<file path="config.mk">
export PLATFORM = sky130hd
export DESIGN_NAME = drop_blocks_flat
export DESIGN_NICKNAME = d
export VERILOG_FILES = /design/src/rtl/drop_pkg.sv /design/src/rtl/drop_blocks_if.sv /design/src/rtl/drop_lfsr.sv /design/src/rtl/drop_blocks.sv /design/src/flat_wrapper.sv
export SDC_FILE = /design/constraint.sdc
export NUM_CORES = 1
export LEC_CHECK = 0
export ABC_CLOCK_PERIOD_IN_PS = 10800
export CAP_MARGIN = 0
export CORE_ASPECT_RATIO = 0.9
export CORE_MARGIN = 4
export CORE_UTILIZATION = 50
export DETAILED_ROUTE_END_ITERATION = 6
export GPL_TIMING_DRIVEN = 0
export MAX_ROUTING_LAYER = met4
export PLACE_DENSITY = 0.75
export SYNTH_ARGS = -nofsm -noshare
export SYNTH_HDL_FRONTEND = slang
export SYNTH_SLANG_ARGS = --single-unit
</file>
<file path="constraint.sdc">
create_clock -name clk -period 10.8 [get_ports clk]
set_input_delay 2.16 -clock clk [delete_from_list [all_inputs] [get_ports clk]]
set_output_delay 2.16 -clock clk [all_outputs]
set_load 0.01 [all_outputs]
</file>
<file path="src/rtl/drop_pkg.sv">
// Shared types and constants for the falling-block generator.
package drop_pkg;

   typedef enum logic [1:0] {
      IDLE,
      RUN,
      OVER
   } drop_state_t;

   localparam int unsigned NUM_SLOTS        = 6;
   localparam int unsigned POS_W            = 10;
   localparam int unsigned LANE_W           = 2;
   localparam int unsigned DEFAULT_SCREEN_H = 480;

   // Out-of-range raw lane values fold back into the valid range.
   function automatic logic [LANE_W-1:0] map_lane(input logic [LANE_W-1:0] raw,
                                                 input int unsigned       lanes);
      if (32'(raw) >= lanes)
         return LANE_W'(32'(raw) - lanes);
      else
         return raw;
   endfunction

endpackage

</file>
<file path="src/rtl/drop_blocks_if.sv">
// Game-side bus of drop_blocks: scene/tick/hit in, block field and score out.
interface drop_blocks_if;
   import drop_pkg::*;

   logic [1:0]                  scene;
   logic                        tick;
   logic                        hit;
   logic [NUM_SLOTS*POS_W-1:0]  pos_blocks;
   logic [NUM_SLOTS*LANE_W-1:0] blocks;
   logic [15:0]                 score;
   logic                        game_over;

   modport master (
      output scene, tick, hit,
      input  pos_blocks, blocks, score, game_over
   );

   modport slave (
      input  scene, tick, hit,
      output pos_blocks, blocks, score, game_over
   );

endinterface

</file>
<file path="src/rtl/drop_lfsr.sv">
// 16-bit Fibonacci LFSR (taps 16/14/13/11), free-running; exposes the low lane bits.
module drop_lfsr #(
   parameter logic [15:0] SEED = 16'hACE1
) (
   input  logic       clk,
   input  logic       rst_n,
   output logic [1:0] value
);

   logic [15:0] state_q;

   always_ff @(posedge clk or negedge rst_n) begin
      if (!rst_n)
         state_q <= SEED;
      else
         state_q <= {state_q[14:0], state_q[15] ^ state_q[13] ^ state_q[12] ^ state_q[10]};
   end

   assign value = state_q[1:0];

endmodule

</file>
<file path="src/rtl/drop_blocks.sv">
// Falling-block generator: six slots advanced per frame tick, retired at the
// bottom edge for score, respawned into pseudo-random lanes; frozen on hit.
module drop_blocks
   import drop_pkg::*;
#(
   parameter int unsigned SPEED     = 4,
   parameter int unsigned SPAWN_GAP = 20,
   parameter int unsigned SCREEN_H  = DEFAULT_SCREEN_H,
   parameter int unsigned LANES     = 3,
   parameter logic [15:0] SEED      = 16'hACE1
) (
   input logic          clk,
   input logic          rst_n,
   drop_blocks_if.slave bus
);

   localparam int unsigned      CNT_W    = (SPAWN_GAP > 1) ? $clog2(SPAWN_GAP) : 1;
   localparam logic [CNT_W-1:0] CNT_LAST = CNT_W'(SPAWN_GAP - 1);
   localparam logic [POS_W:0]   STEP     = (POS_W + 1)'(SPEED);
   localparam logic [POS_W:0]   EXIT_Y   = (POS_W + 1)'(SCREEN_H);
   localparam int unsigned      RET_W    = $clog2(NUM_SLOTS + 1);

   drop_state_t state_q, state_d;
   logic        clear_field;
   logic        clear_run;
   logic        step;

   logic [1:0]       lfsr_bits;
   logic [CNT_W-1:0] cnt_q;
   logic [15:0]      score_q;
   logic             game_over_q;

   logic              active_q [NUM_SLOTS];
   logic [POS_W-1:0]  pos_q    [NUM_SLOTS];
   logic [LANE_W-1:0] lane_q   [NUM_SLOTS];
   logic [POS_W:0]    next_pos [NUM_SLOTS];

   logic [NUM_SLOTS-1:0] retire;
   logic [NUM_SLOTS-1:0] spawn_sel;
   logic                 any_free;
   logic                 spawn_due;
   logic [RET_W-1:0]     retire_cnt;
   logic [16:0]          score_sum;
   logic [LANE_W-1:0]    spawn_lane;
   logic                 unused_scene;

   assign unused_scene = bus.scene[1];

   drop_lfsr #(.SEED(SEED)) u_lfsr (
      .clk   (clk),
      .rst_n (rst_n),
      .value (lfsr_bits)
   );

   always_ff @(posedge clk or negedge rst_n) begin
      if (!rst_n)
         state_q <= IDLE;
      else
         state_q <= state_d;
   end

   always_comb begin
      state_d     = state_q;
      clear_field = 1'b0;
      clear_run   = 1'b0;
      step        = 1'b0;
      unique case (state_q)
         IDLE: begin
            if (bus.scene[0]) begin
               state_d     = RUN;
               clear_field = 1'b1;
               clear_run   = 1'b1;
            end
         end
         RUN: begin
            if (!bus.scene[0]) begin
               state_d     = IDLE;
               clear_field = 1'b1;
            end else if (bus.hit) begin
               state_d = OVER;
            end else begin
               step = bus.tick;
            end
         end
         OVER: begin
            if (!bus.scene[0]) begin
               state_d     = IDLE;
               clear_field = 1'b1;
            end
         end
         default: state_d = IDLE;
      endcase
   end

   // Spawn target is chosen from the pre-move occupancy, so a slot retired
   // on this tick only becomes eligible on the following one.
   always_comb begin
      spawn_sel  = '0;
      any_free   = 1'b0;
      retire     = '0;
      retire_cnt = '0;
      for (int unsigned i = 0; i < NUM_SLOTS; i++) begin
         next_pos[i] = {1'b0, pos_q[i]} + STEP;
         retire[i]   = active_q[i] && (next_pos[i] >= EXIT_Y);
         retire_cnt  = retire_cnt + RET_W'(retire[i]);
         if (!active_q[i] && !any_free) begin
            spawn_sel[i] = spawn_due;
            any_free     = 1'b1;
         end
      end
   end

   assign spawn_due  = (cnt_q == CNT_LAST);
   assign spawn_lane = map_lane(lfsr_bits, LANES);
   assign score_sum  = {1'b0, score_q} + 17'(retire_cnt);

   always_ff @(posedge clk or negedge rst_n) begin
      if (!rst_n) begin
         cnt_q       <= '0;
         score_q     <= '0;
         game_over_q <= 1'b0;
      end else begin
         game_over_q <= (state_d == OVER);
         if (clear_run) begin
            cnt_q   <= '0;
            score_q <= '0;
         end else if (step) begin
            score_q <= score_sum[16] ? '1 : score_sum[15:0];
            if (!spawn_due)
               cnt_q <= cnt_q + 1'b1;
            else if (any_free)
               cnt_q <= '0;
         end
      end
   end

   for (genvar g = 0; g < NUM_SLOTS; g++) begin : g_slot
      always_ff @(posedge clk or negedge rst_n) begin
         if (!rst_n) begin
            active_q[g] <= 1'b0;
            pos_q[g]    <= '0;
            lane_q[g]   <= '0;
         end else if (clear_field) begin
            active_q[g] <= 1'b0;
            pos_q[g]    <= '0;
            lane_q[g]   <= '0;
         end else if (step) begin
            if (spawn_sel[g]) begin
               active_q[g] <= 1'b1;
               pos_q[g]    <= '0;
               lane_q[g]   <= spawn_lane;
            end else if (retire[g]) begin
               active_q[g] <= 1'b0;
               pos_q[g]    <= '0;
               lane_q[g]   <= '0;
            end else if (active_q[g]) begin
               pos_q[g] <= next_pos[g][POS_W-1:0];
            end
         end
      end

      assign bus.pos_blocks[POS_W*g +: POS_W]                 = pos_q[g];
      assign bus.blocks[LANE_W*(NUM_SLOTS-1-g) +: LANE_W] = lane_q[g];
   end

   assign bus.score     = score_q;
   assign bus.game_over = game_over_q;

endmodule

</file>
<file path="src/flat_wrapper.sv">
// flat-port wrapper written by rule: the top's interface ports become plain ports
module drop_blocks_flat import drop_pkg::*;
#(
   parameter int unsigned SPEED     = 4,
   parameter int unsigned SPAWN_GAP = 20,
   parameter int unsigned SCREEN_H  = DEFAULT_SCREEN_H,
   parameter int unsigned LANES     = 3,
   parameter logic [15:0] SEED      = 16'hACE1
)
  (clk, rst_n, bus_scene, bus_tick, bus_hit, bus_pos_blocks, bus_blocks, bus_score, bus_game_over);
  drop_blocks_if bus_i ();
  input logic clk;
  input logic rst_n;
  input wire logic [$bits(bus_i.scene)-1:0] bus_scene;
  input wire logic [$bits(bus_i.tick)-1:0] bus_tick;
  input wire logic [$bits(bus_i.hit)-1:0] bus_hit;
  output wire logic [$bits(bus_i.pos_blocks)-1:0] bus_pos_blocks;
  output wire logic [$bits(bus_i.blocks)-1:0] bus_blocks;
  output wire logic [$bits(bus_i.score)-1:0] bus_score;
  output wire logic [$bits(bus_i.game_over)-1:0] bus_game_over;
  assign bus_i.scene = bus_scene;
  assign bus_i.tick = bus_tick;
  assign bus_i.hit = bus_hit;
  assign bus_pos_blocks = bus_i.pos_blocks;
  assign bus_blocks = bus_i.blocks;
  assign bus_score = bus_i.score;
  assign bus_game_over = bus_i.game_over;
  drop_blocks #(.SPEED(SPEED), .SPAWN_GAP(SPAWN_GAP), .SCREEN_H(SCREEN_H), .LANES(LANES), .SEED(SEED)) u_core (.clk(clk), .rst_n(rst_n), .bus(bus_i));
endmodule
</file>
==> results_dict.tcl <==
set metrics [dict create \
    status "completed" \
    leakage_nw 3.264 \
    r2r_start "u_core.bus.pos_blocks[12]" \
    synth-seq-cells 106 \
    setup_tns_ns 0 \
    synth-main-ff-cell "dfrtp_1" \
    ir_drop_mv 0.08479 \
    drv_cap 0 \
    endpoint_kind "register" \
    final_hold_viol_count 0 \
    numCtsBuffers 9 \
    numClockSinks 106 \
    final_util 0.6339 \
    io_pins 95 \
    fp.dieH_um 112.1 \
    design.die.area_um2 13860 \
    wl_per_cell_um 16.24 \
    p_per_area_nw_per_um2 135.7 \
    dp_hpwl_um 10430 \
    cts_hold_buf 0 \
    routed_via_density 5.803 \
    yosysSeqAreaShare 0.4424 \
    r2r_slack_ns 5.63 \
    holdPathStages 0 \
    worst_slew_pin_slew_ns 0.7243 \
    switching_share 0.3418 \
    internal_power_w 0.0006577 \
    synthTopCellsByArea "dfrtp_1, ha_1, a21oi_1, dfstp_2, a22o_1" \
    cts_setup_buffers 0 \
    worst_ep_arrival_time_ns 5.40 \
    critical_path_class "register to register" \
    port_buffers 81 \
    insertion_delay_ns 0.35 \
    synth_commonest_cells "dfrtp_1, nand2_1, a21oi_1" \
    power_frac_clock 0.311 \
    p_comb_frac 0.257 \
    synthCells 622 \
    path_common_cell "inv_1" \
    crit_fanout 9 \
    route.detailed.drc 0 \
    ff2ff_path_depth 19 \
    synth_most_common_cell "dfrtp_1" \
    clock_skew_ns 0.007924 \
    synth.avg_cell_area_um2 9.676 \
    setup_viol 0 \
    worstHoldStart "u_core.u_lfsr.state_q[8]" \
    cts_resized 0 \
    area_growth_syn_to_layout_pct 22.39 \
    cts-root-buf "clkbuf_16" \
    cts.clk_slew.worst_paths_ns 0.07 \
    grt_setup_unrepaired "false" \
    fin_crit_sh 0.4783 \
    critPathLaunchType "register" \
    drv_slew 0 \
    cts_tree "built" \
    coreArea_um2 11620 \
    n_antenna_cell 0 \
    slowest_stage "a21oi_1" \
    grt_pass1_vias 4974 \
    syn_area_um2 6018 \
    yosys.area.top_type "dfrtp_1" \
    ant_nets 0 \
    synth_top_area_frac 0.4075 \
    track_usage 0.2207 \
    drt_iter0_drc 388 \
    grt_max_degree 56 \
    seqPwrFrac 0.433 \
    rows 37 \
    ys_warn_count 0 \
    async_reset_ff_frac 1.000 \
    grt_overflow_total 0 \
    p_sw_w 0.0003415 \
    htreeDepth 3 \
    vias 5147 \
    cts_buffer_depth 2 \
    cp_cell_sequence "ha_1 -> nand3_2 -> xnor2_1 -> a221o_1 -> nand4_1 -> inv_1 -> ha_1 -> inv_1 -> fa_1 -> fa_1 -> fa_1 -> inv_1 -> ha_1 -> a21o_1 -> a21oi_1 -> nor3_1 -> inv_1 -> o21ai_0 -> a22o_1" \
    synth_cell_type_count 78 \
    firstDrtPassIters 5 \
    crit_required_ns 11.03 \
    hp-class "register to register" \
    final_net_count 756 \
    max_stage_delay_ns 0.58 \
    start_util 0.5179 \
    place_congestion 0.8674 \
    drive_gt1_frac 0.1149 \
    crit_start "u_core.bus.pos_blocks[12]" \
    die_x_um 123.6 \
    synth_edf_count 0 \
    grt_antenna_before_repair 0 \
    period_needed_ns 5.166 \
    power_w 0.0009993 \
    grt_pass1_wl_um 24360 \
    max_clock_freq_mhz 193.6 \
    wl_um 14410 \
    slew_headroom 0.5142 \
]
final timing paths:
check                                             to
setup / recovery                u_core.bus.score[13]
hold / removal              u_core.u_lfsr.state_q[9]
setup reg to reg                u_core.bus.score[13]
hold reg to reg             u_core.u_lfsr.state_q[9]
max in group asynchronous  u_core.u_lfsr.state_q[15]
min in group asynchronous       u_core.bus.score[10]
cells by family after synthesis:
kind of cell	count (synthesis)	share of synthesized area
other	1	0.0006231
DFF	106	0.4424
muxes	7	0.01310
and+or+nand+nor	200	0.1815
adders and majority gates	24	0.05489
AOI/OAI and AO/OA	206	0.2385
xor gates and xnor gates	8	0.01164
buffers and inverters	70	0.05738
metal layers:
| metal | GRT usage | part of all wire | up-vias |
|---|---|---|---|
| met5 | - | 0 | - |
| met4 | 0.06052 | 0.012 | 0 |
| met3 | 0.04131 | 0.053 | 18 |
| met2 | 0.3402 | 0.48 | 168 |
| met1 | 0.2996 | 0.45 | 2502 |
| li1 | - | - | 2459 |
layout make-up:
type	instances	area [um2]
Timing Repair Buffer	82	835.8
Fill cell	960	4254
Buffer	38	225.2
Clock inverter	7	50.05
Inverter	32	120.1
Clock buffer	9	225.2
Tap cell	156	195.2
Sequential cell	106	2663
Multi-Input combinational cell	457	3052
placed cells by master, fill, tap and decap left out, types with 9 or more instances in the layout:
| master | netlist | final |
|---|---|---|
| inv_1 | 32 | 32 |
| buf_2 | 11 | 11 |
| o21ai_1 | 18 | 18 |
| clkbuf_16 | 0 | 9 |
| a21oi_1 | 42 | 42 |
| nand2_1 | 52 | 52 |
| clkdlybuf4s50_1 | 0 | 80 |
| ha_1 | 20 | 20 |
| o21ai_0 | 31 | 31 |
| a22o_1 | 24 | 24 |
| nand2b_1 | 14 | 14 |
| and3_1 | 16 | 16 |
| buf_4 | 14 | 15 |
| dfrtp_1 | 98 | 98 |
| and2_1 | 11 | 11 |
| nand3_1 | 24 | 24 |
| a31oi_1 | 15 | 15 |
| nor2b_1 | 10 | 10 |
| conb_1 | 1 | 12 |
| nor2_1 | 28 | 28 |
| a21o_1 | 14 | 14 |
power groups by stage:
stage | clock (W) | sequential (W) | combinational, W
after floorplan | 0 | 0.000438 | 0.000176
after global placement | 0 | 0.000439 | 0.000246
after detailed placement | 0 | 0.000440 | 0.000256
after CTS | 0.000317 | 0.000433 | 0.000256
after global routing | 0.000333 | 0.000436 | 0.000286
final | 0.000310 | 0.000433 | 0.000256
registers in the layout, indices dropped and copies added (netlist names):
register / cells
u_core.u_lfsr.state_q: 16
u_core.bus.pos_blocks: 48
u_core.active_q: 6
u_core.bus.game_over: 1
u_core.state_q: 2
u_core.cnt_q: 5
u_core.bus.blocks: 12
u_core.bus.score: 16
metrics by stage:
stage | cell area (um2) | worst slack [ns] | hold slack, ns | instances
after floorplan | 6060 | 6.187 | 0.3312 | 633
after detailed placement | 7091 | 5.672 | 0.3386 | 871
after global routing | 7366 | 5.295 | 0.3602 | 887
after CTS | 7366 | 5.642 | 0.3581 | 887
after global placement | 7066 | 3.566 | 0.3392 | 870
final | 7366 | 5.634 | 0.3558 | 887
critical path: cells and delay by family, from the launching register on:
family | cells | cell delay, ns
buffers and inverters | 4 | 0.30
XOR/XNOR | 1 | 0.15
AO/OA/AOI/OAI | 5 | 1.40
AND/OR/NAND/NOR | 3 | 0.48
adder cells (fa/ha/maj) | 6 | 2.31
flip-flops | 1 | 0.42
(Power assumes the default switching activity.)
